--- config.mk ---
export PLATFORM = sky130hd
export DESIGN_NAME = player_input_sequencer_flat
export DESIGN_NICKNAME = d
export VERILOG_FILES = /design/src/rtl/game_pkg.sv /design/src/rtl/player_input_sequencer_if.sv /design/src/rtl/button_frame_latch.sv /design/src/rtl/player_input_sequencer.sv /design/src/flat_wrapper.sv
export SDC_FILE = /design/constraint.sdc
export NUM_CORES = 1
export LEC_CHECK = 0
export ABC_AREA = 0
export CORE_UTILIZATION = 47
export DETAILED_ROUTE_END_ITERATION = 16
export PLACE_DENSITY = 0.8
export SLEW_MARGIN = 10
export SYNTH_ARGS = -nofsm -noshare
export SYNTH_HDL_FRONTEND = slang
export SYNTH_SLANG_ARGS = --single-unit
export TNS_END_PERCENT = 50
--- constraint.sdc ---
create_clock -name clk -period 2.05 [get_ports clk]
set_input_delay 0.41 -clock clk [delete_from_list [all_inputs] [get_ports clk]]
set_output_delay 0.41 -clock clk [all_outputs]
set_load 0.01 [all_outputs]
--- src/rtl/game_pkg.sv ---
// Shared encodings for the player input sequencer.
//   game_state_e   : TITLE/PLAY/PAUSE/OVER top-level game states
//   dir_e          : movement / facing directions
//   FACING_DEFAULT : facing after reset
//   BTN_*          : bit positions of the buttons in the packed raw-button vector
package game_pkg;

  typedef enum logic [1:0] {
    TITLE = 2'b00,
    PLAY  = 2'b01,
    PAUSE = 2'b10,
    OVER  = 2'b11
  } game_state_e;

  typedef enum logic [1:0] {
    DIR_UP    = 2'b00,
    DIR_RIGHT = 2'b01,
    DIR_DOWN  = 2'b10,
    DIR_LEFT  = 2'b11
  } dir_e;

  localparam dir_e FACING_DEFAULT = DIR_DOWN;

  localparam int unsigned NUM_BTN   = 8;
  localparam int unsigned BTN_A     = 0;
  localparam int unsigned BTN_B     = 1;
  localparam int unsigned BTN_SEL   = 2;
  localparam int unsigned BTN_START = 3;
  localparam int unsigned BTN_UP    = 4;
  localparam int unsigned BTN_DOWN  = 5;
  localparam int unsigned BTN_LEFT  = 6;
  localparam int unsigned BTN_RIGHT = 7;

endpackage

--- src/rtl/player_input_sequencer_if.sv ---
// Pad-side and player-side signals of the player input sequencer.
//   master : drives frame_tick, buttons and player_health; observes the sequencer outputs
//   slave  : the sequencer itself
interface player_input_sequencer_if;
  import game_pkg::*;

  logic        frame_tick;
  logic        A;
  logic        B;
  logic        select;
  logic        start;
  logic        up;
  logic        down;
  logic        left;
  logic        right;
  logic [1:0]  player_health;

  game_state_e game_state;
  logic        move_en;
  dir_e        move_dir;
  dir_e        facing;
  logic        attack_active;
  logic        player_reset;

  modport master (
    output frame_tick, A, B, select, start, up, down, left, right, player_health,
    input  game_state, move_en, move_dir, facing, attack_active, player_reset
  );

  modport slave (
    input  frame_tick, A, B, select, start, up, down, left, right, player_health,
    output game_state, move_en, move_dir, facing, attack_active, player_reset
  );

endinterface

--- src/rtl/button_frame_latch.sv ---
// Sticky per-frame latch for one raw button.
//   clk, reset : clock, asynchronous active-high reset
//   frame_tick : one-cycle frame pulse; clears the latch
//   raw        : raw active-high button
//   sample     : latch | raw, the value the current frame sees
//   rise       : sample high while the previous frame's sample was low
module button_frame_latch (
  input  logic clk,
  input  logic reset,
  input  logic frame_tick,
  input  logic raw,
  output logic sample,
  output logic rise
);

  logic latch_q, latch_d;
  logic prev_q, prev_d;

  // A press in the tick cycle itself still counts for the frame being closed.
  assign sample = latch_q | raw;
  assign rise   = sample & ~prev_q;

  always_comb begin
    latch_d = frame_tick ? 1'b0 : sample;
    prev_d  = frame_tick ? sample : prev_q;
  end

  always_ff @(posedge clk or posedge reset) begin
    if (reset) begin
      latch_q <= 1'b0;
      prev_q  <= 1'b0;
    end else begin
      latch_q <= latch_d;
      prev_q  <= prev_d;
    end
  end

endmodule

--- src/rtl/player_input_sequencer.sv ---
// Frame-rate controller for the player block: latches pad buttons between frame ticks,
// resolves direction conflicts, paces movement, times attacks with a cooldown and runs
// the TITLE/PLAY/PAUSE/OVER game state machine. Every decision is taken in the
// frame_tick cycle; outputs are registered and valid the cycle after.
//   clk, reset : clock, asynchronous active-high reset
//   bus        : pad inputs, player_health, and all sequencer outputs (slave side)
module player_input_sequencer
  import game_pkg::*;
#(
  parameter int unsigned MOVE_DIV        = 2,
  parameter int unsigned ATTACK_FRAMES   = 4,
  parameter int unsigned COOLDOWN_FRAMES = 8,
  parameter int unsigned CNT_W           = 4
) (
  input  logic                      clk,
  input  logic                      reset,
  player_input_sequencer_if.slave   bus
);

  localparam logic [CNT_W-1:0] MoveWrap = CNT_W'(MOVE_DIV - 1);
  localparam logic [CNT_W-1:0] AtkLoad  = CNT_W'(ATTACK_FRAMES - 1);
  // The frame on which the attack ends already counts as the first cooldown frame.
  localparam logic [CNT_W-1:0] CdLoad   =
      (COOLDOWN_FRAMES == 0) ? '0 : CNT_W'(COOLDOWN_FRAMES - 1);

  logic tick;
  assign tick = bus.frame_tick;

  // Button latches
  logic [NUM_BTN-1:0] raw, sample, rise;
  assign raw = {bus.right, bus.left, bus.down, bus.up, bus.start, bus.select, bus.B, bus.A};

  for (genvar i = 0; i < NUM_BTN; i++) begin : g_btn
    button_frame_latch u_latch (
      .clk        (clk),
      .reset      (reset),
      .frame_tick (tick),
      .raw        (raw[i]),
      .sample     (sample[i]),
      .rise       (rise[i])
    );
  end

  logic unused_rise;
  assign unused_rise = ^{rise[BTN_RIGHT], rise[BTN_LEFT], rise[BTN_DOWN], rise[BTN_UP],
                         rise[BTN_B], rise[BTN_A]};

  // Direction resolve: opposing pairs cancel, vertical beats horizontal.
  logic v_up, v_down, h_left, h_right, dir_valid;
  dir_e dir_res;

  always_comb begin
    v_up      = sample[BTN_UP] & ~sample[BTN_DOWN];
    v_down    = sample[BTN_DOWN] & ~sample[BTN_UP];
    h_right   = sample[BTN_RIGHT] & ~sample[BTN_LEFT];
    h_left    = sample[BTN_LEFT] & ~sample[BTN_RIGHT];
    dir_valid = v_up | v_down | h_right | h_left;
    if (v_up)         dir_res = DIR_UP;
    else if (v_down)  dir_res = DIR_DOWN;
    else if (h_right) dir_res = DIR_RIGHT;
    else              dir_res = DIR_LEFT;
  end

  // Game state machine
  game_state_e state_q, state_d;
  logic        player_reset_q, player_reset_d;

  always_comb begin
    state_d        = state_q;
    player_reset_d = 1'b0;
    if (tick) begin
      unique case (state_q)
        TITLE: begin
          if (rise[BTN_START]) begin
            state_d        = PLAY;
            player_reset_d = 1'b1;
          end
        end
        PLAY: begin
          if (bus.player_health == 2'd0) state_d = OVER;
          else if (rise[BTN_START])      state_d = PAUSE;
        end
        PAUSE: begin
          if (rise[BTN_SEL])        state_d = TITLE;
          else if (rise[BTN_START]) state_d = PLAY;
        end
        OVER: begin
          if (rise[BTN_START]) state_d = TITLE;
        end
        default: state_d = TITLE;
      endcase
    end
  end

  // Movement and attack
  logic             move_en_q, move_en_d;
  dir_e             move_dir_q, move_dir_d;
  dir_e             facing_q, facing_d;
  logic             attack_q, attack_d;
  logic [CNT_W-1:0] atk_cnt_q, atk_cnt_d;
  logic [CNT_W-1:0] cd_cnt_q, cd_cnt_d;
  logic [CNT_W-1:0] move_cnt_q, move_cnt_d;

  logic play_frame, atk_ending, atk_busy, cd_blocks, atk_start, move_wrap;

  // Only frames that start and stay in PLAY act; the entry/exit ticks do not.
  assign play_frame = tick && (state_q == PLAY) && (state_d == PLAY);
  assign atk_ending = attack_q && (atk_cnt_q == '0);
  assign atk_busy   = attack_q && !atk_ending;
  assign cd_blocks  = atk_ending ? (COOLDOWN_FRAMES != 0) : (cd_cnt_q != '0);
  assign atk_start  = play_frame && (sample[BTN_A] | sample[BTN_B]) && !atk_busy && !cd_blocks;
  assign move_wrap  = (move_cnt_q == MoveWrap);

  always_comb begin
    move_en_d  = 1'b0;
    move_dir_d = move_dir_q;
    facing_d   = facing_q;
    attack_d   = attack_q;
    atk_cnt_d  = atk_cnt_q;
    cd_cnt_d   = cd_cnt_q;
    move_cnt_d = move_cnt_q;

    if (tick && !play_frame) begin
      attack_d  = 1'b0;
      atk_cnt_d = '0;
      cd_cnt_d  = '0;
    end else if (play_frame) begin
      if (atk_start) begin
        attack_d  = 1'b1;
        atk_cnt_d = AtkLoad;
        cd_cnt_d  = '0;
      end else if (atk_busy) begin
        atk_cnt_d = atk_cnt_q - 1'b1;
      end else if (atk_ending) begin
        attack_d = 1'b0;
        cd_cnt_d = CdLoad;
      end else if (cd_cnt_q != '0) begin
        cd_cnt_d = cd_cnt_q - 1'b1;
      end

      // attack_q still covers the frame the attack ends, so movement resumes one later.
      if (dir_valid && (!attack_q || atk_start)) facing_d = dir_res;

      if (!attack_q && !atk_start) begin
        move_cnt_d = move_wrap ? '0 : move_cnt_q + 1'b1;
        if (move_wrap && dir_valid) begin
          move_en_d  = 1'b1;
          move_dir_d = dir_res;
        end
      end
    end
  end

  always_ff @(posedge clk or posedge reset) begin
    if (reset) begin
      state_q        <= TITLE;
      player_reset_q <= 1'b0;
      move_en_q      <= 1'b0;
      move_dir_q     <= DIR_UP;
      facing_q       <= FACING_DEFAULT;
      attack_q       <= 1'b0;
      atk_cnt_q      <= '0;
      cd_cnt_q       <= '0;
      move_cnt_q     <= '0;
    end else begin
      state_q        <= state_d;
      player_reset_q <= player_reset_d;
      move_en_q      <= move_en_d;
      move_dir_q     <= move_dir_d;
      facing_q       <= facing_d;
      attack_q       <= attack_d;
      atk_cnt_q      <= atk_cnt_d;
      cd_cnt_q       <= cd_cnt_d;
      move_cnt_q     <= move_cnt_d;
    end
  end

  assign bus.game_state    = state_q;
  assign bus.move_en       = move_en_q;
  assign bus.move_dir      = move_dir_q;
  assign bus.facing        = facing_q;
  assign bus.attack_active = attack_q;
  assign bus.player_reset  = player_reset_q;

endmodule

--- src/flat_wrapper.sv ---
// flat-port wrapper written by rule: the top's interface ports become plain ports
module player_input_sequencer_flat import game_pkg::*;
#(
  parameter int unsigned MOVE_DIV        = 2,
  parameter int unsigned ATTACK_FRAMES   = 4,
  parameter int unsigned COOLDOWN_FRAMES = 8,
  parameter int unsigned CNT_W           = 4
)
  (clk, reset, bus_frame_tick, bus_A, bus_B, bus_select, bus_start, bus_up, bus_down, bus_left, bus_right, bus_player_health, bus_game_state, bus_move_en, bus_move_dir, bus_facing, bus_attack_active, bus_player_reset);
  player_input_sequencer_if bus_i ();
  input  logic clk;
  input  logic reset;
  input wire logic [$bits(bus_i.frame_tick)-1:0] bus_frame_tick;
  input wire logic [$bits(bus_i.A)-1:0] bus_A;
  input wire logic [$bits(bus_i.B)-1:0] bus_B;
  input wire logic [$bits(bus_i.select)-1:0] bus_select;
  input wire logic [$bits(bus_i.start)-1:0] bus_start;
  input wire logic [$bits(bus_i.up)-1:0] bus_up;
  input wire logic [$bits(bus_i.down)-1:0] bus_down;
  input wire logic [$bits(bus_i.left)-1:0] bus_left;
  input wire logic [$bits(bus_i.right)-1:0] bus_right;
  input wire logic [$bits(bus_i.player_health)-1:0] bus_player_health;
  output wire logic [$bits(bus_i.game_state)-1:0] bus_game_state;
  output wire logic [$bits(bus_i.move_en)-1:0] bus_move_en;
  output wire logic [$bits(bus_i.move_dir)-1:0] bus_move_dir;
  output wire logic [$bits(bus_i.facing)-1:0] bus_facing;
  output wire logic [$bits(bus_i.attack_active)-1:0] bus_attack_active;
  output wire logic [$bits(bus_i.player_reset)-1:0] bus_player_reset;
  assign bus_i.frame_tick = bus_frame_tick;
  assign bus_i.A = bus_A;
  assign bus_i.B = bus_B;
  assign bus_i.select = bus_select;
  assign bus_i.start = bus_start;
  assign bus_i.up = bus_up;
  assign bus_i.down = bus_down;
  assign bus_i.left = bus_left;
  assign bus_i.right = bus_right;
  assign bus_i.player_health = bus_player_health;
  assign bus_game_state = bus_i.game_state;
  assign bus_move_en = bus_i.move_en;
  assign bus_move_dir = bus_i.move_dir;
  assign bus_facing = bus_i.facing;
  assign bus_attack_active = bus_i.attack_active;
  assign bus_player_reset = bus_i.player_reset;
  player_input_sequencer #(.MOVE_DIV(MOVE_DIV), .ATTACK_FRAMES(ATTACK_FRAMES), .COOLDOWN_FRAMES(COOLDOWN_FRAMES), .CNT_W(CNT_W)) u_core (.clk(clk), .reset(reset), .bus(bus_i));
endmodule
==> impl_metrics.env, run 1 <==
export IMPL_rr_worst_depth=6
export IMPL_io_pins=22
export IMPL_die_x_um=60.5
export IMPL_synth_nets=169
export IMPL_tightest_slew_ps=397
export IMPL_synth_edf_count=0
export IMPL_r2r_end="u_core.atk_cnt_q[3]"
export IMPL_grt_first_pass_wirelength_um=5510
export IMPL_routed_wl_um=3290
export IMPL_crit_path_top_delay_cell="clkdlybuf4s50_1"
export IMPL_ys_seq_area_frac=0.483
export IMPL_status="complete, no violations"
export IMPL_cts_tree="done"
export IMPL_slew_headroom=0.736
export IMPL_ant_nets=0
export IMPL_grt_start_max_net_pins=32
export IMPL_finalMaxSlewViolations=0
export IMPL_drc=0
export IMPL_antenna_found_initial=0
export IMPL_hold_class="primary input to async pin"
export IMPL_drt_initial_drc_count=29
export IMPL_intPower_mw=1.45
export IMPL_fin_crit_ps=1940
export IMPL_dr_pass1_iters=4
export IMPL_core_area_um2=3150
export IMPL_rsz0062_at_grt="false"
export IMPL_ir_drop_uv=587
export IMPL_clockBufferDepth=2
export IMPL_syn_cell_area_um2=1610
export IMPL_die_y_um=60.5
export IMPL_comb_power_share=0.383
export IMPL_cts_hold_buf=0
export IMPL_synth_seq_cells=31
export IMPL_hpwl_um=2390
export IMPL_ys_types=56
export IMPL_fin_crit_sh=0.945
export IMPL_max_stage_delay_ps=620
export IMPL_final_common_cell="dfrtp_1"
export IMPL_cts_setup_buffers=0
export IMPL_path_buf_inv=1
export IMPL_post_cts_resized=0
export IMPL_fin_nets=206
export IMPL_wl_met3_um=152
export IMPL_path_class="flop to output port"
export IMPL_grt_usage=0.206
export IMPL_p_total_mw=2.19
export IMPL_numCtsBuffers=5
export IMPL_row_count=20
export IMPL_tns_ps=0
export IMPL_cap_violations=0
export IMPL_met1Wirelength_um=1390
export IMPL_cp_arrival_ps=1530
export IMPL_top_layer="met4"
export IMPL_cts_sinks=31
export IMPL_htreeDepth=2
export IMPL_avgSynthCellArea_um2=10.6
export IMPL_die_area_um2=3660
export IMPL_wl_met2_um=1730
export IMPL_drive_gt1_frac=0.195
export IMPL_layout_common_cells="30 x dfrtp_1, 25 x nor2_1, 21 x clkdlybuf4s50_1, 13 x buf_4, 11 x inv_1"
export IMPL_cp_cell_sequence="clkdlybuf4s50_1"
export IMPL_ys_warn_count=0
export IMPL_clock_power_share=0.230
export IMPL_reg2reg_setup_slack_ps=120
export IMPL_io_buffers=21
export IMPL_whs_ps=461
export IMPL_switchingPower_uw=733
export IMPL_pwr_share_seq=0.388
export IMPL_finalWeightedCongestion=0.757
export IMPL_required_ps=1640
export IMPL_setup_slack_ps=113
export IMPL_p_per_area_nw_per_um2=1070
export IMPL_viasPerCell=5.38
export IMPL_hold_viol=0
export IMPL_rr_startpoint="u_core.cd_cnt_q[0]"
export IMPL_grt_overflow=0
export IMPL_clock_root_buffer="clkbuf_4"
export IMPL_worstPathMaxFanout=9
export IMPL_skew_ps=7.85
export IMPL_route_vias_total=1258
export IMPL_num_fill_cells=261
export IMPL_crit_family="buffers and inverters"
export IMPL_synthCells=152
export IMPL_synthArstFlopShare=1.00
export IMPL_pre_cts_ws_ps=-193
export IMPL_first_global_vias=1291
export IMPL_clkLatencyLatePin_ps=330
export IMPL_path_clk_slew_ps=100
export IMPL_swShare=0.335
export IMPL_start_kind="flop"
export IMPL_wire_per_inst_um=14.0
export IMPL_initial_core_util=0.510
export IMPL_antennaDiodeCount=0
export IMPL_fmax_ghz=0.516
export IMPL_endpoint_kind="output port"
export IMPL_synth_flop_cell="dfrtp_1"
export IMPL_area_growth_pct=26.9
export IMPL_setup_viol=0
export IMPL_power_leakage_nw=0.900
area by class of cell:
cell class,count,area (µm²),area share
Clock buffer,6,51.3,0.0251
Clock inverter,2,35.0,0.0172
Inverter,11,41.3,0.0202
Multi-Input combinational cell,106,773,0.379
Sequential cell,31,777,0.381
Tap cell,44,55.1,0.0270
Timing Repair Buffer,34,308,0.151
Yosys cell counts, types with 2 or more instances:
cell type  instances  area (µm²)
inv_1             11        41.3
o21ai_0            2        10.0
a21o_1             3        22.5
mux2_1             3        33.8
clkbuf_1           2        7.51
nand2b_1           2        12.5
nand3_1            4        20.0
o21a_1             2        15.0
a2bb2oi_1          3        26.3
dfrtp_1           30         751
a31o_1             2        17.5
or2_2              2        12.5
a31oi_1            2        12.5
nor2_1            25        93.8
nor4_1             2        12.5
ha_1               4        50.1
xor2_1             2        17.5
nand2_1            6        22.5
xnor2_1            2        17.5
nor3_1             4        20.0
a21oi_1            4        20.0
through the flow:
stage                     area [µm²]   util  std cells
after global routing            2040  0.647        234
after CTS                       2040  0.647        234
after global placement          1950  0.620        226
after detailed placement        1950  0.620        226
after floorplan                 1610      -        152
final                           2040  0.647        234
cell families after synthesis:
logic type      Yosys count  share of synthesized area
mux                       4                     0.0280
compound gates           35                      0.185
fa+ha+maj                 4                     0.0311
buf+inv                  15                     0.0358
flops                    31                      0.483
simple gates             59                      0.215
xor+xnor                  4                     0.0218
per-layer routing:
layer  global-route usage  vias to the layer above
met4               0.0584                        0
met5                    0                        -
met1                0.237                      611
met3               0.0576                        2
met2                0.374                       30
li1                     -                      615
tightest hold or removal path, cell delays in order:
cell and delay (ps):
clkdlybuf4s50_1 390, inv_1 60, buf_4 350
power groups by stage:
| stage | sequential (mW) | combinational (mW) | clock (mW) |
|---|---|---|---|
| 2_1_floorplan | 0.861 | 0.530 | 0 |
| 3_3_place_gp | 0.850 | 0.798 | 0 |
| 3_5_place_dp | 0.859 | 0.839 | 0 |
| 4_1_cts | 0.847 | 0.843 | 0.516 |
| 5_1_grt | 0.868 | 0.924 | 0.538 |
| 6_report | 0.848 | 0.837 | 0.503 |
registers in the layout (all words and copies together), names as in the netlist:
register	count
u_core.g_btn.u_latch.latch_q	8
u_core.atk_cnt_q	4
u_core.cd_cnt_q	4
u_core.move_cnt_q	4
u_core.bus.facing	2
u_core.bus.game_state	2
u_core.bus.move_dir	2
u_core.g_btn.u_latch.prev_q	2
u_core.bus.attack_active	1
u_core.bus.move_en	1
u_core.bus.player_reset	1
worst max path at each step:
stage,startpoint,to,slack [ps],cells past startpoint
final,u_core.bus.attack_active,bus_attack_active,110,1
after detailed placement,bus_down,u_core.bus.move_dir[1],-190,6
after floorplan,bus_down,u_core.bus.move_dir[0],270,5
after global placement,bus_down,u_core.bus.move_dir[0],-120,6
after global routing,u_core.cd_cnt_q[0],u_core.atk_cnt_q[1],30,6
after CTS,u_core.bus.attack_active,bus_attack_active,90,1
No activity file was read; power rests on OpenSTA's default activity.
==> run 2, diff against run 1 <==
Settings changed: ABC_AREA 0 to 1, REMOVE_ABC_BUFFERS from default to 1.
==> run 2 against run 1 <==
Final area is 0.25% lower. Worst setup slack better by 41 ps. Maximum frequency is 2.2% higher. Register-to-register slack better by 220 ps. Final cell count is 22% higher. Combinational power is 22% higher. Synthesized area is 4.6% higher. Largest power group is now combinational logic. Power is 4.0% higher. Hold slack worse by 18 ps. Clock skew is 0.98 ps lower.
==> impl_metrics.env, run 2 <==
export IMPL_ys_types=30
export IMPL_status="complete, no violations"
export IMPL_hold_viol=0
export IMPL_fin_crit_ps=1900
export IMPL_required_ps=1640
export IMPL_yosysMostFrequentCell="nand2_1"
export IMPL_yosys_area_top_type="dfrtp_1"
export IMPL_drt_initial_drc_count=49
export IMPL_final_common_cell="nand2_1"
export IMPL_path_clk_slew_ps=100
export IMPL_core_area_um2=3390
export IMPL_rsz0062_at_grt="false"
export IMPL_dp_cells=277
export IMPL_endpoint_kind="output port"
export IMPL_ys_warn_count=0
export IMPL_syn_cell_area_um2=1680
export IMPL_cap_violations=0
export IMPL_numCtsBuffers=5
export IMPL_htreeDepth=2
export IMPL_fin_crit_sh=0.925
export IMPL_skew_ps=6.86
export IMPL_worstPathMaxFanout=6
export IMPL_hpwl_um=2390
export IMPL_clock_root_buffer="clkbuf_4"
export IMPL_path_class="flop to output port"
export IMPL_setup_slack_ps=154
export IMPL_synthArstFlopShare=1.00
export IMPL_row_count=21
export IMPL_largest_register="u_core.g_btn.u_latch.latch_q"
export IMPL_path_buf_inv=1
export IMPL_layout_common_cells="50 x nand2_1, 30 x dfrtp_1, 27 x nor2_1, 23 x inv_1, 21 x clkdlybuf4s50_1"
export IMPL_ant_nets=0
export IMPL_placed_area_um2=1990
export IMPL_cp_cell_sequence="clkdlybuf4s50_1"
export IMPL_avgSynthCellArea_um2=8.16
export IMPL_first_global_vias=1360
export IMPL_cts_hold_buf=0
export IMPL_area_growth_pct=21.1
export IMPL_synth_edf_count=0
export IMPL_die_y_um=61.8
export IMPL_drive_gt1_frac=0.146
export IMPL_antennaDiodeCount=0
export IMPL_grt_first_pass_wirelength_um=5800
export IMPL_route_vias_total=1395
export IMPL_grt_start_max_net_pins=32
export IMPL_met1Wirelength_um=1510
export IMPL_die_area_um2=3820
export IMPL_ir_drop_uv=649
export IMPL_post_route_cell_area_um2=2040
export IMPL_hold_class="primary input to async pin"
export IMPL_synthCells=206
export IMPL_clockBufferDepth=2
export IMPL_ys_seq_area_frac=0.462
export IMPL_setup_viol=0
export IMPL_synth_top_cell_area_share=0.446
export IMPL_synth_common_cells="50 x nand2_1, 30 x dfrtp_1, 27 x nor2_1"
export IMPL_tightest_slew_ps=376
export IMPL_wire_per_inst_um=11.3
export IMPL_dr_pass1_iters=4
export IMPL_cts_sinks=31
export IMPL_pre_cts_ws_ps=-26.0
export IMPL_final_core_util=0.601
export IMPL_clkLatencyLatePin_ps=330
export IMPL_fmax_ghz=0.527
export IMPL_initial_core_util=0.496
export IMPL_synth_seq_cells=31
export IMPL_power_leakage_nw=1.02
export IMPL_fin_nets=255
export IMPL_top_layer="met4"
export IMPL_cp_arrival_ps=1490
export IMPL_cts_setup_buffers=0
export IMPL_finalMaxSlewViolations=0
export IMPL_wl_met2_um=1510
export IMPL_max_stage_delay_ps=610
export IMPL_whs_ps=443
export IMPL_p_total_mw=2.27
export IMPL_cts_tree="done"
export IMPL_synth_flop_cell="dfrtp_1"
export IMPL_grt_overflow=0
export IMPL_crit_family="buffers and inverters"
export IMPL_stdcell_count=285
export IMPL_post_cts_resized=0
export IMPL_finalWeightedCongestion=0.795
export IMPL_io_pins=22
export IMPL_drc=0
export IMPL_start_kind="flop"
export IMPL_die_x_um=61.8
export IMPL_tns_ps=0
export IMPL_routed_wl_um=3210
export IMPL_synth_area_top_cells="dfrtp_1 45%, nand2_1 11%, nor2_1 6.0%, inv_1 5.1%, ha_1 3.0%"
export IMPL_largest_reg_flops=8
export IMPL_crit_path_top_delay_cell="clkdlybuf4s50_1"
export IMPL_slew_headroom=0.749
export IMPL_antenna_found_initial=0
export IMPL_wl_met3_um=135
export IMPL_io_buffers=21
export IMPL_viasPerCell=4.89
export IMPL_p_per_area_nw_per_um2=1120
export IMPL_grt_usage=0.212
-- run 2: final timing paths --
kind	start	to	slack [ps]	cells after the start
min in group clk	u_core.atk_cnt_q[3]	u_core.atk_cnt_q[3]	480	2
hold / removal	reset	u_core.move_cnt_q[2]	440	3
setup / recovery	u_core.bus.game_state[1]	bus_game_state[1]	150	1
max in group asynchronous	reset	u_core.bus.facing[1]	1290	3
hold reg to reg	u_core.atk_cnt_q[3]	u_core.atk_cnt_q[3]	480	2
setup reg to reg	u_core.cd_cnt_q[0]	u_core.cd_cnt_q[3]	340	11
-- run 2: cell type report --
type | count | area (µm²)
fillers | 297 | 1350
inverters | 27 | 101
clock buffers | 7 | 45.0
flip-flops and latches | 31 | 777
clock inverters | 1 | 5.00
repair buffers | 27 | 255
multi-input cells | 146 | 795
well taps | 46 | 57.6
-- run 2: kinds of logic (layout without fill, tap and decap cells) --
logic type,count (synthesis),count (layout),share of synthesized area
DFF,31,31,0.462
adders and majority gates,4,4,0.0298
xor gates and xnor gates,4,4,0.0208
and+or+nand+nor,117,117,0.353
AOI/OAI and AO/OA,21,21,0.0685
buffers and inverters,29,62,0.0655
-- run 2: routing by layer --
layer | GRT usage | vias to the layer above
met5 | 0 | -
met4 | 0.0952 | 0
met3 | 0.0538 | 8
met2 | 0.339 | 28
met1 | 0.272 | 632
li1 | - | 727
-- run 2: power by group --
group	internal (mW)	switching, mW
Sequential	0.767	0.144
Combinational	0.428	0.588
Clock	0.134	0.214
Total	1.33	0.946
==> run 3, diff against run 2 <==
Settings changed: CORE_MARGIN from default to 1.5.
==> run 3 against run 2 <==
Combinational power about the same. Count of clock-buffer cells in the layout is the same. Worst setup slack better by 19 ps. Hold slack lost 0.77 ps. Non-clock buffer count increased by 1. Clock power down 5%. Critical path type unchanged. Critical endpoint unchanged.
==> impl_metrics.env, run 3 (synthesis results as in run 2) <==
export IMPL_status="complete, no violations"
export IMPL_grt_start_max_net_pins=32
export IMPL_finalWeightedCongestion=0.789
export IMPL_fmax_ghz=0.533
export IMPL_path_clk_slew_ps=90
export IMPL_stdcell_count=286
export IMPL_numCtsBuffers=5
export IMPL_largest_reg_flops=8
export IMPL_rsz0062_at_grt="false"
export IMPL_hpwl_um=2350
export IMPL_row_count=21
export IMPL_wire_per_inst_um=10.8
export IMPL_num_fill_cells=291
export IMPL_worstPathMaxFanout=6
export IMPL_layout_common_cells="50 x nand2_1, 30 x dfrtp_1, 27 x nor2_1, 23 x inv_1, 21 x clkdlybuf4s50_1"
export IMPL_required_ps=1640
export IMPL_path_buf_inv=1
export IMPL_fin_crit_ps=1880
export IMPL_dp_cells=278
export IMPL_area_growth_pct=21.5
export IMPL_fin_crit_sh=0.916
export IMPL_fin_nets=256
export IMPL_ant_nets=0
export IMPL_clock_root_buffer="clkbuf_4"
export IMPL_crit_path_top_delay_cell="clkdlybuf4s50_1"
export IMPL_tightest_slew_ps=378
export IMPL_post_cts_resized=0
export IMPL_setup_viol=0
export IMPL_io_buffers=21
export IMPL_grt_first_pass_wirelength_um=5870
export IMPL_viasPerCell=5.00
export IMPL_dr_pass1_iters=4
export IMPL_pre_cts_ws_ps=-36.2
export IMPL_grt_usage=0.188
export IMPL_core_area_um2=3390
export IMPL_p_per_area_nw_per_um2=1100
export IMPL_ir_drop_uv=676
export IMPL_largest_register="u_core.g_btn.u_latch.latch_q"
export IMPL_slew_headroom=0.748
export IMPL_cts_setup_buffers=0
export IMPL_htreeDepth=2
export IMPL_die_area_um2=3950
export IMPL_die_x_um=62.8
export IMPL_path_class="flop to output port"
export IMPL_cts_sinks=31
export IMPL_antenna_found_initial=0
export IMPL_grt_overflow=0
export IMPL_clockBufferDepth=2
export IMPL_final_common_cell="nand2_1"
export IMPL_initial_core_util=0.496
export IMPL_start_kind="flop"
export IMPL_drive_gt1_frac=0.150
export IMPL_cp_arrival_ps=1470
export IMPL_max_stage_delay_ps=600
export IMPL_hold_viol=0
export IMPL_die_y_um=62.8
export IMPL_endpoint_kind="output port"
export IMPL_cts_hold_buf=0
export IMPL_skew_ps=6.64
export IMPL_cap_violations=0
export IMPL_io_pins=22
export IMPL_finalMaxSlewViolations=0
export IMPL_antennaDiodeCount=0
export IMPL_cp_cell_sequence="clkdlybuf4s50_1"
export IMPL_cts_tree="done"
export IMPL_drc=0
export IMPL_crit_family="buffers and inverters"
export IMPL_power_leakage_nw=1.02
export IMPL_drt_initial_drc_count=51
export IMPL_first_global_vias=1346
export IMPL_clkLatencyLatePin_ps=330
export IMPL_routed_wl_um=3080
export IMPL_hold_class="primary input to async pin"
export IMPL_route_vias_total=1430
export IMPL_setup_slack_ps=173
## run 3: final timing paths
path                                           from                    to  slack [ps]  depth (start not counted)
max                        u_core.bus.game_state[1]     bus_game_state[1]         170                          1
min                                           reset  u_core.move_cnt_q[2]         440                          3
max reg2reg                      u_core.cd_cnt_q[0]   u_core.atk_cnt_q[2]         340                         11
min reg2reg                     u_core.atk_cnt_q[1]   u_core.atk_cnt_q[1]         480                          2
max in group asynchronous                     reset  u_core.bus.facing[1]        1300                          3
min in group clk                u_core.atk_cnt_q[1]   u_core.atk_cnt_q[1]         480                          2
## run 3: power breakdown
group	total [mW]	leakage, nW	switching, mW	internal (mW)
clock	0.332	0.0293	0.199	0.133
sequential	0.912	0.395	0.145	0.768
combinational	1.01	0.597	0.582	0.430
total	2.26	1.02	0.925	1.33
## run 3: worst min-delay path: cells and delay by family
kind / cells / cell delay [ps]
buffers and inverters: 3 / 780
## run 3: metrics by stage
stage / hold slack (ps) / utilization / area [µm²] / total power, mW / setup TNS (ps)
5_1_grt: 498 / 0.603 / 2040 / 2.48 / 0
4_1_cts: 453 / 0.603 / 2040 / 2.28 / 0
3_3_place_gp: 458 / 0.588 / 1990 / 1.92 / 0
6_report: 442 / 0.603 / 2040 / 2.26 / 0
3_5_place_dp: 464 / 0.588 / 1990 / 1.94 / -55.3
2_1_floorplan: 442 / - / 1670 / 1.62 / 0
## run 3: layout make-up
class,instances,area (µm²),share of cell area
repair buffers,28,263,0.129
clock buffers,7,45.0,0.0220
flip-flops and latches,31,777,0.380
clock inverters,1,5.00,0.00245
well taps,46,57.6,0.0282
inverters,27,101,0.0496
multi-input cells,146,795,0.389
## run 3: per-layer routing
metal	wire, µm	vias to the layer above	GRT usage
li1	-	736	-
met1	1470	667	0.243
met2	1440	21	0.296
met3	123	6	0.0685
met4	48	0	0.0583
met5	0	-	0
